<file path="src/rtl/snake_pkg.sv">
// Shared types and helpers for the snake game engine: direction and state
// encodings plus the coordinate-step arithmetic.
package snake_pkg;

    typedef enum logic [1:0] {
        UP,
        DOWN,
        LEFT,
        RIGHT
    } dir_e;

    typedef enum logic [1:0] {
        PLAY,
        PLACE,
        DEAD,
        WIN
    } state_e;

    // Widest axis the step helper supports; callers use only GRID_BITS of it.
    localparam int AXIS_W = 16;

    typedef struct packed {
        logic              off;
        logic [AXIS_W-1:0] x;
        logic [AXIS_W-1:0] y;
    } step_t;

    function automatic logic is_reverse(input dir_e a, input dir_e b);
        return (a == UP    && b == DOWN) || (a == DOWN  && b == UP) ||
               (a == LEFT  && b == RIGHT) || (a == RIGHT && b == LEFT);
    endfunction

    // Move one cell in direction d on a 2^gbits grid. With wrap set the
    // result folds modulo the grid size; otherwise off flags an edge exit.
    function automatic step_t step(input logic [AXIS_W-1:0] x,
                                   input logic [AXIS_W-1:0] y,
                                   input dir_e              d,
                                   input int                gbits,
                                   input logic              wrap);
        int    nx;
        int    ny;
        int    g;
        step_t r;
        g  = 1 << gbits;
        nx = int'(x);
        ny = int'(y);
        case (d)
            UP:      ny = ny - 1;
            DOWN:    ny = ny + 1;
            LEFT:    nx = nx - 1;
            default: nx = nx + 1;
        endcase
        r.off = !wrap && (nx < 0 || nx >= g || ny < 0 || ny >= g);
        r.x   = AXIS_W'(nx & (g - 1));
        r.y   = AXIS_W'(ny & (g - 1));
        return r;
    endfunction

endpackage

</file>
<file path="src/rtl/snake_occupancy.sv">
// Combinational hit test: does coord_i match any of the first upto_i
// segments of the flattened body?
module snake_occupancy
#(
    parameter int CW      = 8,
    parameter int MAX_LEN = 16,
    parameter int LW      = 5
) (
    input  logic [CW-1:0]         coord_i,
    input  logic [MAX_LEN*CW-1:0] segs_i,
    input  logic [LW-1:0]         upto_i,
    output logic                  hit_o
);

    // Compare against every segment below the length mask.
    always_comb begin
        hit_o = 1'b0;
        for (int i = 0; i < MAX_LEN; i++) begin
            if (LW'(i) < upto_i && segs_i[i*CW +: CW] == coord_i) begin
                hit_o = 1'b1;
            end
        end
    end

endmodule

</file>
<file path="src/rtl/snake_core.sv">
// Snake game engine: body, apple, score and direction state, advanced one
// grid step per tick, with collision-checked apple placement.
module snake_core
    import snake_pkg::*;
#(
    parameter int                     GRID_BITS = 4,
    parameter int                     MAX_LEN   = 16,
    parameter int                     INIT_LEN  = 3,
    parameter bit                     WRAP      = 1'b0,
    parameter logic [2*GRID_BITS-1:0] BARRIER   = 8'h44
) (
    input  logic                               clk,
    input  logic                               rst,
    input  logic                               tick,
    input  logic                               up,
    input  logic                               down,
    input  logic                               left,
    input  logic                               right,
    input  logic [2*GRID_BITS-1:0]             rnd,
    output logic [MAX_LEN*2*GRID_BITS-1:0]     snake,
    output logic [$clog2(MAX_LEN+1)-1:0]       length,
    output logic [2*GRID_BITS-1:0]             apple,
    output logic [2*GRID_BITS-1:0]             barrier,
    output logic [$clog2(MAX_LEN+1)-1:0]       score,
    output logic                               score_flag,
    output logic                               dead_flag,
    output logic                               win_flag
);

    localparam int CW = 2 * GRID_BITS;
    localparam int LW = $clog2(MAX_LEN + 1);
    localparam int C  = 1 << (GRID_BITS - 1);
    localparam int G  = 1 << GRID_BITS;

    typedef logic [CW-1:0] coord_t;

    state_e          state_q, state_d;
    dir_e            dir_q, dir_d;
    dir_e            pend_q, pend_d;
    logic            hold_q, hold_d;
    coord_t          body_q [MAX_LEN];
    coord_t          body_d [MAX_LEN];
    logic [LW-1:0]   length_q, length_d;
    logic [LW-1:0]   score_q, score_d;
    coord_t          apple_q, apple_d;
    logic            score_flag_q, score_flag_d;
    logic            dead_q, dead_d;
    logic            win_q, win_d;

    logic [MAX_LEN*CW-1:0] body_flat;
    dir_e            req;
    logic            btn_any;
    step_t           st;
    coord_t          nh;
    logic            eat;
    logic            dies;
    logic            nh_hit;
    logic            rnd_hit;
    logic [LW-1:0]   upto_nh;
    logic [LW-1:0]   new_len;
    logic            unused_step_bits;

    // Next head follows the latched request, which becomes the committed direction on the step.
    assign st = step(AXIS_W'(body_q[0][CW-1:GRID_BITS]), AXIS_W'(body_q[0][GRID_BITS-1:0]),
                     pend_q, GRID_BITS, WRAP);
    assign nh = {st.x[GRID_BITS-1:0], st.y[GRID_BITS-1:0]};
    assign unused_step_bits = ^{st.x[AXIS_W-1:GRID_BITS], st.y[AXIS_W-1:GRID_BITS]};

    assign eat     = (nh == apple_q);
    // The tail vacates its cell unless the snake grows, so it only blocks when eating.
    assign upto_nh = eat ? length_q : length_q - LW'(1);
    assign dies    = st.off || (nh == BARRIER) || nh_hit;

    snake_occupancy #(.CW(CW), .MAX_LEN(MAX_LEN), .LW(LW)) u_occ_head (
        .coord_i (nh),
        .segs_i  (body_flat),
        .upto_i  (upto_nh),
        .hit_o   (nh_hit)
    );

    snake_occupancy #(.CW(CW), .MAX_LEN(MAX_LEN), .LW(LW)) u_occ_rnd (
        .coord_i (rnd),
        .segs_i  (body_flat),
        .upto_i  (length_q),
        .hit_o   (rnd_hit)
    );

    // Highest-priority button request: up > down > left > right.
    always_comb begin
        btn_any = up | down | left | right;
        if (up)        req = UP;
        else if (down) req = DOWN;
        else if (left) req = LEFT;
        else           req = RIGHT;
    end

    // Next-state logic for the game FSM and all datapath registers.
    always_comb begin
        // NOTE: every variable gets its default first so no path leaves one unassigned (no latches).
        state_d      = state_q;
        dir_d        = dir_q;
        pend_d       = pend_q;
        hold_d       = hold_q;
        body_d       = body_q;
        length_d     = length_q;
        score_d      = score_q;
        apple_d      = apple_q;
        score_flag_d = 1'b0;
        dead_d       = dead_q;
        win_d        = win_q;
        new_len      = length_q;

        case (state_q)
            PLAY: begin
                if (tick || hold_q) begin
                    hold_d = 1'b0;
                    dir_d  = pend_q;
                    if (dies) begin
                        state_d = DEAD;
                        dead_d  = 1'b1;
                    end else begin
                        new_len   = eat ? length_q + LW'(1) : length_q;
                        length_d  = new_len;
                        body_d[0] = nh;
                        for (int i = 1; i < MAX_LEN; i++) begin
                            body_d[i] = (LW'(i) < new_len) ? body_q[i-1] : '0;
                        end
                        if (eat) begin
                            score_d      = score_q + LW'(1);
                            score_flag_d = 1'b1;
                            if (new_len == LW'(MAX_LEN)) begin
                                state_d = WIN;
                                win_d   = 1'b1;
                            end else begin
                                state_d = PLACE;
                            end
                        end
                    end
                end
            end
            PLACE: begin
                if (tick) hold_d = 1'b1;
                if (!rnd_hit && rnd != BARRIER) begin
                    apple_d = rnd;
                    state_d = PLAY;
                end
            end
            default: ;
        endcase

        // Filter against the direction that will be committed after this edge.
        if ((state_q == PLAY || state_q == PLACE) && btn_any && !is_reverse(req, dir_d)) begin
            pend_d = req;
        end
    end

    // State register with asynchronous active-low reset.
    always_ff @(posedge clk or negedge rst) begin
        if (!rst) begin
            // NOTE: non-blocking assignments in every sequential block keep register updates order-independent.
            state_q      <= PLAY;
            dir_q        <= RIGHT;
            pend_q       <= RIGHT;
            hold_q       <= 1'b0;
            length_q     <= LW'(INIT_LEN);
            score_q      <= '0;
            apple_q      <= {GRID_BITS'(G - 3), GRID_BITS'(C)};
            score_flag_q <= 1'b0;
            dead_q       <= 1'b0;
            win_q        <= 1'b0;
            // NOTE: the body array is reset too, since it drives the display directly and must start defined.
            for (int i = 0; i < MAX_LEN; i++) begin
                body_q[i] <= (i < INIT_LEN) ? {GRID_BITS'(C - i), GRID_BITS'(C)} : '0;
            end
        end else begin
            state_q      <= state_d;
            dir_q        <= dir_d;
            pend_q       <= pend_d;
            hold_q       <= hold_d;
            length_q     <= length_d;
            score_q      <= score_d;
            apple_q      <= apple_d;
            score_flag_q <= score_flag_d;
            dead_q       <= dead_d;
            win_q        <= win_d;
            for (int i = 0; i < MAX_LEN; i++) begin
                body_q[i] <= body_d[i];
            end
        end
    end

    // Flatten the body registers; unused slices are held at zero.
    always_comb begin
        for (int i = 0; i < MAX_LEN; i++) begin
            body_flat[i*CW +: CW] = body_q[i];
        end
    end

    assign snake      = body_flat;
    assign length     = length_q;
    assign apple      = apple_q;
    assign barrier    = BARRIER;
    assign score      = score_q;
    assign score_flag = score_flag_q;
    assign dead_flag  = dead_q;
    assign win_flag   = win_q;

endmodule

</file>
<file path="config.mk">
export PLATFORM = sky130hd
export DESIGN_NAME = snake_core
export DESIGN_NICKNAME = d
export VERILOG_FILES = /design/src/rtl/snake_pkg.sv /design/src/rtl/snake_occupancy.sv /design/src/rtl/snake_core.sv
export SDC_FILE = /design/constraint.sdc
export NUM_CORES = 1
export LEC_CHECK = 0
export ABC_CLOCK_PERIOD_IN_PS = 4310
export BUFFER_PORTS_ARGS = -buffer_cell sky130_fd_sc_hd__buf_2
export CORE_ASPECT_RATIO = 1.75
export CORE_UTILIZATION = 54
export CTS_BUF_LIST = sky130_fd_sc_hd__clkbuf_2
export DETAILED_ROUTE_END_ITERATION = 7
export PLACE_DENSITY_LB_ADDON = 0.12
export SYNTH_ARGS = -nofsm -noshare
export SYNTH_HDL_FRONTEND = slang
export SYNTH_SLANG_ARGS = --single-unit
</file>
<file path="constraint.sdc">
create_clock -name clk -period 4.31 [get_ports clk]
set_clock_uncertainty 0.2 [all_clocks]
set_input_delay 0.862 -clock clk [delete_from_list [all_inputs] [get_ports clk]]
set_output_delay 0.862 -clock clk [all_outputs]
set_load 0.05 [all_outputs]
</file>
==> flow_summary.yaml, run 1 <==
status:
  status: "complete, no violations"
clock_network:
  cts_tree: "done"
  path_clk_slew_ns: 0.27
  clock_sinks: 156
  clk_latency_ns: 0.92
  clockRootBuffer: "clkbuf_2"
  clockBufferDepth: 2
  cts_htree_levels: 4
  numCtsBuffers: 17
drt:
  drtIter0Drc: 1225
  drcViolationCount: 0
  vias: 11800
  ant_nets: 0
  drt-total-wl_um: 47300
  drt_pass1_iterations: 6
  routedWlPerCell_um: 25.6
  avgViaCountPerCell: 6.40
die:
  placementRows: 71
  io_pins: 172
  initial_core_util: 0.554
  dieArea_sq_um: 22900
  die-height_um: 199
  die_w_um: 115
  core_sq_um: 21700
synthesis:
  ys_warn_count: 0
  synth_edf_count: 0
  ys_seq_area_frac: 0.327
  async_reset_ff_frac: 1.00
  yosysTopAreaCellShare: 0.285
  synth_area_sq_um: 12000
  synthFlopType: "dfrtp_1"
  synth-seq-cells: 156
  synthCells: 1339
  synth.area.top_cells: "dfrtp_1 (29%), xnor2_1 (12%), xor2_1 (7.9%)"
  avgSynthCellArea_sq_um: 8.97
  synth_area_leader_cell: "dfrtp_1"
  synth_cell_type_count: 83
timing:
  relSlewSlack: 0.405
  finalHoldViolations: 0
  drv_slew: 0
  period_minus_slack_ns: 4.21
  setup_viol_count_final: 0
  tightest_slew_ns: 0.892
  hold_ws_ns: 0.144
  max_clock_freq_mhz: 238
  post-route-period-util: 0.976
critical_path:
  cp.arrival_ns: 4.84
  end_kind: "flop"
  critPathLaunchType: "flop"
  r2r_slack_ns: 0.10
  critPathMaxFanout: 19
  crit_type: "reg2reg"
  cp.required_ns: 4.94
hold_path:
  hp-class: "in2reg"
global_routing:
  grt_pass1_vias: 11400
  antenna_found_initial: 1
  grt_pass1_wl_um: 69200
  grt_usage: 0.421
  grt_overflow_total: 0
  grt_max_degree: 85
power_and_ir_drop:
  p_per_area_nw_per_um2: 973
  total_power_mw: 13.9
  power_leakage_nw: 6.23
  vdd_ir_drop_max_v: 0.000572
placed_design:
  gp_congestion: 1.05
  port-buffer-count: 163
  dp_cells: 1802
  hpwlAfterDp_um: 34300
layout:
  syn2layout_area_growth_pct: 19.1
  drive_gt1_frac: 0.251
  nets: 1565
  stdcell_count: 1848
flow_run:
  cap_violations: 0
[stage by stage]
stage	utilization	setup WS, ns	TNS, ns	cell area, sq um
2_1_floorplan	-	-0.0110	-0.0110	12100
3_3_place_gp	0.634	-0.0220	-0.0220	13700
3_5_place_dp	0.634	-0.158	-6.17	13700
4_1_cts	0.649	0.0453	0	14100
5_1_grt	0.660	-0.00221	-0.00221	14300
6_report	0.660	0.103	0	14300
[per-layer routing]
metal  global-route usage  part of all wire  vias to the layer above
li1                     -                 -                     5154
met1                0.463              0.35                     5709
met2                0.698              0.48                      719
met3               0.0855             0.077                      254
met4                0.347             0.092                        0
met5                    0                 0                        -
[critical path, cell delays in order (launching register included)]
cell      delay, ns
dfrtp_1        0.51
or4_4          0.57
a21oi_4        0.30
buf_4          0.22
xnor3_1        0.21
o221ai_1       0.08
nor4_1         0.07
buf_4          0.17
a41o_2         0.30
a211o_1        0.28
o221ai_4       0.24
nand4_4        0.13
buf_12         0.18
nor2_4         0.21
buf_12         0.23
mux2i_1        0.22
[synthesized netlist by cell type, types with 4 or more instances]
library cell	number
o2111ai_1	5
nand3_1	44
o41ai_1	41
inv_1	56
mux2_2	12
nor3b_1	4
nand4_1	26
nand2b_1	15
a21oi_1	22
and3_1	4
xnor3_1	15
dfrtp_1	137
nand2_1	121
buf_4	11
o21a_1	7
o31ai_1	53
a31oi_1	10
o221ai_1	9
o211ai_1	7
or3_1	4
xor2_1	109
a21o_1	5
dfstp_2	19
nor4b_1	4
o21ai_0	99
buf_6	8
o21ai_1	13
xnor2_1	167
buf_2	28
nor2_1	30
ha_1	8
buf_1	12
nor3_1	43
clkbuf_1	54
mux2i_1	39
nor4_1	29
[cells in the final DEF (no fill, tap or decap), drive strengths merged, types with 7 or more instances in the layout]
| cell type | Yosys | final |
|---|---|---|
| dfrtp | 137 | 137 |
| clkinv | 1 | 7 |
| xnor3 | 15 | 15 |
| o21a | 7 | 7 |
| o221ai | 9 | 9 |
| nor4 | 31 | 31 |
| xnor2 | 167 | 167 |
| o31ai | 53 | 53 |
| a31oi | 10 | 10 |
| nor2 | 31 | 31 |
| o211ai | 7 | 7 |
| ha | 8 | 8 |
| o41ai | 41 | 41 |
| mux2 | 12 | 12 |
| buf | 59 | 286 |
| nor3 | 44 | 44 |
| a21oi | 23 | 23 |
| inv | 58 | 63 |
| nand2b | 15 | 15 |
| o21ai | 113 | 113 |
| nand4 | 27 | 27 |
| dfstp | 19 | 19 |
| nand2 | 122 | 122 |
| clkbuf | 55 | 19 |
| conb | 2 | 8 |
| xor2 | 109 | 109 |
| nand3 | 44 | 44 |
| mux2i | 39 | 39 |
[registers in the layout (all words and copies together) (netlist names)]
signal,flops
win_flag,1
score,5
dead_flag,1
apple,8
state_q,2
dir_q,2
length,5
hold_q,1
score_flag,1
snake,128
pend_q,2
[power breakdown]
part / internal (mW) / switching [mW] / leakage, nW
logic: 3.59 / 6.29 / 4.09
clock network: 0.336 / 0.625 / 0.159
registers: 2.04 / 1.02 / 1.99
total: 5.97 / 7.93 / 6.23
[kinds of logic (layout without fill, tap and decap cells)]
logic type	Yosys count	after routing	synth area share
AND/OR/NAND/NOR	351	351	0.151
AO/OA/AOI/OAI	306	306	0.174
XOR/XNOR	291	291	0.229
buffers and inverters	173	383	0.0655
flip-flops	156	156	0.327
multiplexers	51	51	0.0438
adder cells (fa/ha/maj)	9	9	0.00917
other	2	9	0.000625
[what timing repair did]
| action | 4_1_cts | 5_1_grt |
|---|---|---|
| endpoints found under the hold margin | 74 | 0 |
| pin swaps | 1 | 4 |
| buffers inserted | 0 | 7 |
| gates cloned | 0 | 2 |
| gates resized for setup | 3 | 15 |
| setup endpoints to repair | 126 | 130 |
| hold buffers | 4 | 0 |
[final cells by class]
cell class              count  area, sq um
diodes                      1         2.50
clock buffers              17         85.1
clock inverters            15          184
fillers                  1951         7380
inverters                  59          221
multi-input cells        1016         7460
flip-flops and latches    156         3930
well taps                 292          365
repair buffers            292         2050
[worst paths after layout]
check | cells past startpoint | endpoint | start
worst min-delay path | 3 | pend_q[0] | down
worst max-delay path | 15 | snake[113] | snake[1]
worst max register to register | 15 | snake[113] | snake[1]
max in group asynchronous | 3 | length[0] | rst
min in group asynchronous | 2 | snake[1] | rst
worst min register to register | 1 | score[4] | score[4]
Note: power is estimated with default switching activity, not from simulation.
==> run 2, diff against run 1 <==
- BUFFER_PORTS_ARGS: -buffer_cell sky130_fd_sc_hd__buf_2 -> -buffer_cell sky130_fd_sc_hd__buf_4
- GPL_TIMING_DRIVEN: default -> 0
- SETUP_SLACK_MARGIN: default -> 0.02
==> run 2 against run 1 <==
The flow now finishes with violations (design-rule violations, negative setup slack); design area up 15%; fmax down 8.0%; count of clock-buffer cells in the layout unchanged; cell count up 2.8%; die area unchanged; utilization up 10 points; via count up 11%; critical path depth up 2; worst setup slack worse by 0.37 ns; routed wire length up 19%; global-route usage up 6.3 points; critical endpoint is now snake[115]; highest routed layer unchanged.
==> flow_summary.yaml, run 2 (synthesis gave the netlist of run 1 again) <==
die:
  placementRows: 71
  dieArea_sq_um: 22900
  io_pins: 172
  die_w_um: 115
  die-height_um: 199
  core_sq_um: 21700
  initial_core_util: 0.554
layout:
  largest_register_ffs: 128
  nets: 1616
  final_common_cell: "buf_4"
  drive_gt1_frac: 0.351
  final_cell_mix: "buf_4 (219), xnor2_1 (161), dfrtp_1 (134), nand2_1 (120), xor2_1 (107)"
  stdcell_count: 1900
  syn2layout_area_growth_pct: 37.1
  fin_area_sq_um: 16500
  multiInputGateArea_sq_um: 8590
  seq_area_sq_um: 3930
  fillers: 1651
global_routing:
  grt_pass1_wl_um: 77900
  grt_usage: 0.484
  grt_overflow_total: 0
  grt_pass1_vias: 12200
  antenna_found_initial: 2
  grt_max_degree: 106
clock_network:
  numCtsBuffers: 17
  cts_htree_levels: 4
  clk_latency_ns: 0.93
  path_clk_slew_ns: 0.29
  cts_tree: "done"
  clock_sinks: 156
  clockRootBuffer: "clkbuf_2"
  clockBufferDepth: 2
timing:
  rsz0062_at_grt: "true"
  max_clock_freq_mhz: 219
  setup_viol_count_final: 114
  period_minus_slack_ns: 4.57
  post-route-period-util: 1.06
  tns_ns: -11.84
  relSlewSlack: 0.150
  drv_slew: 0
  finalHoldViolations: 0
  worst_slack_ns: -0.264
  hold_ws_ns: 0.0694
  tightest_slew_ns: 1.28
critical_path:
  worst-r2r-cell-count: 17
  crit_type: "reg2reg"
  cp.required_ns: 4.94
  cp.arrival_ns: 5.20
  r2r_end: "snake[115]"
  crit-reg2reg-launch: "snake[2]"
  critPathLaunchType: "flop"
  end_kind: "flop"
  critPathMaxFanout: 7
  r2r_slack_ns: -0.26
hold_path:
  holdPathStages: 3
  hp-class: "in2reg"
  whs_endpoint: "pend_q[0]"
  worstHoldStart: "left"
drt:
  routedWlPerCell_um: 29.6
  vias: 13100
  drtIter0Drc: 1427
  drt_pass1_iterations: 8
  drcViolationCount: 1
  drt-total-wl_um: 56300
  ant_nets: 0
  avgViaCountPerCell: 6.89
placed_design:
  dpl-instance-area_sq_um: 13700
  port-buffer-count: 155
  gp_congestion: 1.09
  hpwlAfterDp_um: 38100
  dp_cells: 1793
flow_run:
  cap_violations: 0
status:
  violations: "design-rule violations, negative setup slack"
  status: "finished, violations left"
-- run 2: per-stage QoR --
step / setup WS, ns / utilization
floorplan: 0.0246 / -
global placement: -1.92 / 0.629
detailed placement: -1.89 / 0.631
CTS: -0.0977 / 0.691
global route: -0.324 / 0.760
finish: -0.264 / 0.760
-- run 2: critical path, cell delays in order, from the launching register on --
cell	delay, ns
dfrtp_1	0.44
buf_2	0.19
or4_4	0.54
a21oi_4	0.22
xnor3_1	0.28
and2_1	0.16
buf_2	0.18
a21oi_4	0.21
nor2_4	0.11
a211o_1	0.40
o221ai_4	0.32
nand4_4	0.14
buf_12	0.18
nor2_4	0.25
buf_6	0.17
buf_12	0.12
buf_16	0.12
mux2i_1	0.22
-- run 2: how the worst max path moves through the flow --
stage,start,to,slack [ns]
after floorplan,snake[5],snake[50],0.02
after CTS,snake[4],snake[104],-0.1
after global routing,snake[0],snake[52],-0.32
after detailed placement,snake[0],snake[45],-1.89
after global placement,snake[0],snake[24],-1.92
final,snake[2],snake[115],-0.26
-- run 2: layout make-up --
type | instances | area share
clock buffer | 17 | 0.00517
buffer | 105 | 0.0543
tap | 292 | 0.0222
multi-input combinational | 1016 | 0.522
inverter | 59 | 0.0141
clock inverter | 15 | 0.00973
timing repair buffer | 238 | 0.134
antenna | 2 | 0.000304
sequential | 156 | 0.239
-- run 2: timing repair --
| action | 4_1_cts | 5_1_grt |
|---|---|---|
| hold endpoints to repair | 54 | 0 |
| pin swaps | 21 | 17 |
| hold buffers | 5 | 0 |
| endpoints found under the setup margin | 151 | 140 |
| gates cloned | 3 | 11 |
| gates resized for setup | 172 | 284 |
| setup buffers | 43 | 27 |
-- run 2: layer usage --
metal / share of wire / up-vias / wire length [um] / global-route usage
met5: 0 / - / 0 / 0.0161
met4: 0.12 / 0 / 6600 / 0.449
met3: 0.11 / 440 / 5930 / 0.140
met2: 0.46 / 1109 / 25700 / 0.758
met1: 0.32 / 6261 / 18000 / 0.522
li1: - / 5285 / - / -
Power of run 2 is left out: the tool's default activity adds up to more than one toggle a clock period on the data nets, which glitch-free logic cannot reach.
